`src/rtl/core_defines.vh`:
```
// Shared core-wide widths and encodings for the fetch front end.
`ifndef CORE_DEFINES_VH
`define CORE_DEFINES_VH

`define ADDR_WIDTH   32

`define PC_ST_BOOT   2'd0
`define PC_ST_RUN    2'd1
`define PC_ST_HOLD   2'd2

// Redirect classes are ordered so a larger code means higher priority
`define RCLS_NONE    2'd0
`define RCLS_JAL     2'd1
`define RCLS_MISP    2'd2
`define RCLS_TRAP    2'd3

`endif

```
`src/rtl/pc_gen_pkg.sv`:
```
// Types shared by the PC generator and its redirect arbiter.
package pc_gen_pkg;
`include "core_defines.vh"

    localparam int ADDR_W = `ADDR_WIDTH;

    typedef logic [ADDR_W-1:0] addr_t;

    typedef enum logic [1:0] {
        ST_BOOT = `PC_ST_BOOT,
        ST_RUN  = `PC_ST_RUN,
        ST_HOLD = `PC_ST_HOLD
    } pc_state_e;

    typedef enum logic [1:0] {
        RDR_NONE = `RCLS_NONE,
        RDR_JAL  = `RCLS_JAL,
        RDR_MISP = `RCLS_MISP,
        RDR_TRAP = `RCLS_TRAP
    } rdr_cls_e;

    typedef struct packed {
        rdr_cls_e cls;
        addr_t    target;
    } redirect_t;

endpackage

```
`src/rtl/pc_redirect_arb.sv`:
```
// Fixed-priority redirect mux plus the pending redirect captured during a stall.
module pc_redirect_arb
    import pc_gen_pkg::*;
(
    input  logic                cpu_clk,
    input  logic                cpu_rst,
    input  logic                boot,
    input  logic                holding,
    input  logic                fetch_stall,
    input  logic                trap_valid,
    input  logic [ADDR_W-1:0]   trap_pc,
    input  logic                mispredict_ex,
    input  logic [ADDR_W-1:0]   redirect_pc_ex,
    input  logic                jal_dec,
    input  logic [ADDR_W-1:0]   jal_target_dec,
    output redirect_t           redir
);

    redirect_t live;
    redirect_t pend;
    logic      take;

    always_comb begin
        live = '{cls: RDR_NONE, target: '0};
        if (trap_valid)
            live = '{cls: RDR_TRAP, target: trap_pc};
        else if (mispredict_ex)
            live = '{cls: RDR_MISP, target: redirect_pc_ex};
        else if (jal_dec)
            live = '{cls: RDR_JAL, target: jal_target_dec};
    end

    // On release the pending redirect wins unless a strictly higher class arrives
    always_comb begin
        redir = live;
        if (holding && (live.cls <= pend.cls))
            redir = pend;
    end

    // A JAL seen while something is pending is on the wrong path, so it never replaces it
    always_comb begin
        take = (live.cls == RDR_TRAP)
            || ((live.cls != RDR_NONE) && (pend.cls == RDR_NONE))
            || ((live.cls == RDR_MISP) && (pend.cls == RDR_JAL));
    end

    always_ff @(posedge cpu_clk) begin
        if (cpu_rst || boot) begin
            pend <= '{cls: RDR_NONE, target: '0};
        end else if (fetch_stall) begin
            if (take)
                pend <= live;
        end else begin
            pend <= '{cls: RDR_NONE, target: '0};
        end
    end

endmodule

```
`src/rtl/pc_gen.sv`:
```
// Fetch-stage PC generator: boot/run/hold FSM, pc register and redirect replay.
module pc_gen
    import pc_gen_pkg::*;
#(
    parameter logic [ADDR_W-1:0] RESET_VECTOR = 32'h0000_0000
) (
    input  logic                cpu_clk,
    input  logic                cpu_rst,
    input  logic                fetch_stall,
    input  logic                predict_taken,
    input  logic [ADDR_W-1:0]   predict_target_pc,
    input  logic                trap_valid,
    input  logic [ADDR_W-1:0]   trap_pc,
    input  logic                mispredict_ex,
    input  logic [ADDR_W-1:0]   redirect_pc_ex,
    input  logic                jal_dec,
    input  logic [ADDR_W-1:0]   jal_target_dec,
    output logic [ADDR_W-1:0]   next_pc,
    output logic [ADDR_W-1:0]   pc,
    output logic                pc_valid,
    output logic                pc_predicted_taken,
    output logic                flush_if
);

    pc_state_e state;
    redirect_t redir;
    logic      apply_redir;

    pc_redirect_arb u_arb (
        .cpu_clk        (cpu_clk),
        .cpu_rst        (cpu_rst),
        .boot           (state == ST_BOOT),
        .holding        (state == ST_HOLD),
        .fetch_stall    (fetch_stall),
        .trap_valid     (trap_valid),
        .trap_pc        (trap_pc),
        .mispredict_ex  (mispredict_ex),
        .redirect_pc_ex (redirect_pc_ex),
        .jal_dec        (jal_dec),
        .jal_target_dec (jal_target_dec),
        .redir          (redir)
    );

    assign apply_redir        = (state != ST_BOOT) && !fetch_stall && (redir.cls != RDR_NONE);
    assign pc_predicted_taken = predict_taken & pc_valid;

    // Holding pc on a stall makes the BHT re-read the same index
    always_comb begin
        next_pc = pc + 32'd4;
        if (state == ST_BOOT)
            next_pc = RESET_VECTOR;
        else if (fetch_stall)
            next_pc = pc;
        else if (apply_redir)
            next_pc = redir.target;
        else if (predict_taken && pc_valid)
            next_pc = predict_target_pc;
    end

    always_ff @(posedge cpu_clk) begin
        if (cpu_rst) begin
            state    <= ST_BOOT;
            pc       <= RESET_VECTOR;
            pc_valid <= 1'b0;
            flush_if <= 1'b0;
        end else begin
            pc       <= next_pc;
            pc_valid <= 1'b1;
            flush_if <= apply_redir;
            case (state)
                ST_BOOT: state <= ST_RUN;
                ST_RUN:  if (fetch_stall && (redir.cls != RDR_NONE)) state <= ST_HOLD;
                ST_HOLD: if (!fetch_stall) state <= ST_RUN;
                default: state <= ST_BOOT;
            endcase
        end
    end

endmodule

```
`config.mk`:
```
export PLATFORM = sky130hd
export DESIGN_NAME = pc_gen
export DESIGN_NICKNAME = d
export VERILOG_FILES = /design/src/rtl/pc_gen_pkg.sv /design/src/rtl/pc_redirect_arb.sv /design/src/rtl/pc_gen.sv
export VERILOG_INCLUDE_DIRS = /design/src /design/src/rtl
export SDC_FILE = /design/constraint.sdc
export NUM_CORES = 1
export LEC_CHECK = 0
export CAP_MARGIN = 15
export CORE_MARGIN = 5
export CORE_UTILIZATION = 44
export CTS_CLUSTER_DIAMETER = 30
export DETAILED_ROUTE_END_ITERATION = 8
export PLACE_DENSITY = 0.86
export SLEW_MARGIN = 20
export SYNTH_ARGS = -nofsm -noshare
export SYNTH_HDL_FRONTEND = slang
export SYNTH_SLANG_ARGS = --single-unit
export TNS_END_PERCENT = 50
```
`constraint.sdc`:
```
create_clock -name cpu_clk -period 4.5 [get_ports cpu_clk]
set_clock_uncertainty 0.2 [all_clocks]
set_input_delay 0.9 -clock cpu_clk [delete_from_list [all_inputs] [get_ports cpu_clk]]
set_output_delay 0.9 -clock cpu_clk [all_outputs]
set_load 0.05 [all_outputs]
```
==> run_results.csv <==
group,metric,value,unit
sta,tightestPinTransition,813,ps
cells_and_area,layout_commonest_cell,"sky130_fd_sc_hd__clkdlybuf4s50_1",
floorplanning,die_height,117,um
synth,post-synth-top-area-cell,"sky130_fd_sc_hd__dfxtp_1",
global_routing,use_met1,39.4,%
sta,timing.final.ws_setup,97.9,ps
global_routing,via_count_of_the_first_global_routing_pass,6347,
worst_setup_path,path_max_fanout,7,
global_routing,track_usage,29.2,%
clocking,cts_tree,"done",
place,place_inst,1089,
clocking,clock_tree.root_cell,"sky130_fd_sc_hd__clkbuf_16",
global_routing,overflow,0,
synth,post_synth_edffs,0,
cells_and_area,final.fill_count,909,
global_routing,global_route.usage.met3,5.76,%
synth,synthesized_nets,872,
sta,finalCritPeriodShare,97.8,%
worst_setup_path,critical_path.endpoint_type,"primary output",
detailed_routing,avgRoutedWirePerCell,18.5,um
synth,synthCells,735,
cells_and_area,stdcell_count,1115,
clocking,cts_buffers,9,
cells_and_area,drive_gt1_share,18.4,%
synth,ys_types,64,
sta,fmax,227,MHz
place,numPortBuffers,201,
detailed_routing,dr.first_iter.drc_count,916,
detailed_routing,finalWirelength,20600,um
power_and_ir_drop,ir_drop,0.190,mV
worst_setup_path,worst_r2r_startpoint,"pc[5]$_SDFF_PP0_",
floorplanning,die_w,117,um
sta,hold_viol_final,0,
sta,final_max_slew_viol_count,0,
global_routing,pin_count_of_the_biggest_net_entering_global_routing,62,
place,dp_slack,-134,ps
sta,slew_headroom,45.3,%
clocking,clock_tree.buffer_depth,2,
clocking,htree_num_levels,3,
place,weighted_congestion_reported_at_the_end_of_routability_driven_placement,0.940,
synth,syn-mean-instance-area,6.84,um^2
sta,setup-tns-final,0,ps
global_routing,antenna_found_initial,0,
synth,synth_top_area_share,27.9,%
detailed_routing,detailedRoute.firstPassIterationCount,6,
detailed_routing,drtAntennaViolNets,0,
synth,ys.warnings.count,0,
synth,ys_dominant_reg_cell,"sky130_fd_sc_hd__dfxtp_1",
worst_setup_path,timing_worst_setup_path_type,"in2out",
clocking,sink_count,70,
hold_path,beginning_of_the_worst_hold_path,"u_arb.pend[20]$_SDFFE_PP0P_",
global_routing,grt.met2_usage,46.7,%
detailed_routing,dr_total_vias,6771,
synth,syn-cell-area,0.00503,mm^2
cells_and_area,number_of_nets_at_the_end_of_the_flow,1105,
synth,synth.ff_latch_count,70,
worst_setup_path,critPathRequiredTime,3400,ps
power_and_ir_drop,power_per_cell_area,262,mW/mm^2
floorplanning,io_pins,202,
global_routing,wire_length_of_the_first_global_routing_pass,31800,um
floorplanning,fp.coreArea,0.0113,mm^2
floorplanning,die_area,0.0137,mm^2
detailed_routing,drc,0,
cells_and_area,area_delta_synth_final,64.4,%
hold_path,hold_path.class,"reg2reg",
flow_run,cap_violations,0,
floorplanning,effective_utilization_at_floorplan,44.4,%
worst_setup_path,crit_arrival,3300,ps
cells_and_area,mostFrequentLayoutCells,"165 x sky130_fd_sc_hd__clkdlybuf4s50_1, 122 x sky130_fd_sc_hd__nand2_1, 87 x sky130_fd_sc_hd__buf_4",
global_routing,global_route.peak_usage_layer,"met2",
detailed_routing,via_per_inst,6.07,
place,place.detailed.hpwl,15600,um
sta,timing.final.setup_violations,0,
sta,final_period_minus_worst_setup_slack,4400,ps
clocking,clock_latency,330,ps
place,placed_area,0.00782,mm^2
synth,synthTopCellsByArea,"sky130_fd_sc_hd__dfxtp_1 28%, sky130_fd_sc_hd__nand2_1 9.2%, sky130_fd_sc_hd__nor2_1 6.3%",
sta,grt_setup_unrepaired,"false",
synth,seq_area_frac_synth,27.9,%
cells_and_area,finish.instance_area,0.00827,mm^2
synth,asyncSetResetFlopFracSynth,0,%
power_and_ir_drop,p_leak,3.12,nW
floorplanning,placement_rows,39,
worst_setup_path,worstSetupStartpointType,"input port",
clocking,clk_transition_reported_paths,50,ps
run_status,status,"finished clean",
worst_setup_path,crit_path_start,"mispredict_ex",
cells_and_area,num_antenna_cells,0,
## layer usage
layer	up-vias	routed length, um
li1	3167	-
met5	-	0
met4	0	627
met3	66	2630
met2	476	9270
met1	3062	8080
## state kept, by name, summed over array words and instances, names as in the netlist
| signal | count |
|---|---|
| state | 2 |
| pc | 32 |
| pc_valid | 1 |
| flush_if | 1 |
| u_arb.pend | 34 |
## report_power, final
group | total [mW] | switching [mW] | internal, mW | leakage (nW)
logic | 0.835 | 0.449 | 0.386 | 2.42
clock network | 0.652 | 0.269 | 0.383 | 0.135
registers | 0.679 | 0.0331 | 0.646 | 0.569
## stage by stage
stage               total power [mW]  util (%)  hold WS, ps
detailed placement              1.48      69.0          245
CTS                             2.14      72.5          250
floorplan                       1.10         -          227
finish                          2.17      73.0          255
global route                    2.25      73.0          265
global placement                1.47      69.0          235
## area by class of cell
type	count	area, um^2	area share (%)
clock buffers	11	243	2.94
clock inverters	4	23.8	0.287
inverters	10	38.8	0.469
multi-input cells	595	3520	42.6
flip-flops and latches	70	1400	16.9
well taps	143	179	2.16
repair buffers	282	2860	34.6
## cells in the mapped netlist (all sizes together), types with 13 or more instances
cell / n
a22oi: 27
buf: 13
a31oi: 15
nand2: 124
nor2: 86
clkbuf: 47
a211oi: 14
nor3: 36
nand3: 21
or3: 18
dfxtp: 70
a21oi: 48
o21ai: 54
## cell families after synthesis
| kind of cell | count (synthesis) | synth area share [%] |
|---|---|---|
| adder cells (fa/ha/maj) | 2 | 0.498 |
| buffers and inverters | 70 | 5.57 |
| AND/OR/NAND/NOR | 345 | 31.7 |
| multiplexers | 13 | 2.79 |
| flip-flops | 70 | 27.9 |
| AO/OA/AOI/OAI | 227 | 30.2 |
| XOR/XNOR | 8 | 1.39 |
## critical path, stage by stage
cell and delay (ps):
sky130_fd_sc_hd__dlygate4sd2_1 250, sky130_fd_sc_hd__inv_2 80, sky130_fd_sc_hd__nand2_2 60, sky130_fd_sc_hd__ha_4 240
sky130_fd_sc_hd__nor2b_4 120, sky130_fd_sc_hd__o21a_1 160, sky130_fd_sc_hd__o31a_4 410, sky130_fd_sc_hd__buf_12 160
sky130_fd_sc_hd__a221o_1 340, sky130_fd_sc_hd__a32o_1 230, sky130_fd_sc_hd__and2_1 180, sky130_fd_sc_hd__buf_12 150
## what timing repair did
| action | 4_1_cts | 5_1_grt |
|---|---|---|
| pin swaps | 4 | 5 |
| resized for setup | 10 | 12 |
| gates cloned | 1 | 0 |
| hold buffers | 0 | 0 |
| buffers inserted | 10 | 0 |
| setup endpoints to repair | 21 | 19 |
## final timing paths
check                                     end  slack, ps  cells past startpoint
setup / recovery                  next_pc[23]        100                     12
hold / removal    u_arb.pend[20]$_SDFFE_PP0P_        250                      2
setup reg to reg            pc[24]$_SDFF_PP0_        950                     16
hold reg to reg   u_arb.pend[20]$_SDFFE_PP0P_        250                      2
Note: power is estimated with default switching activity, not from simulation.
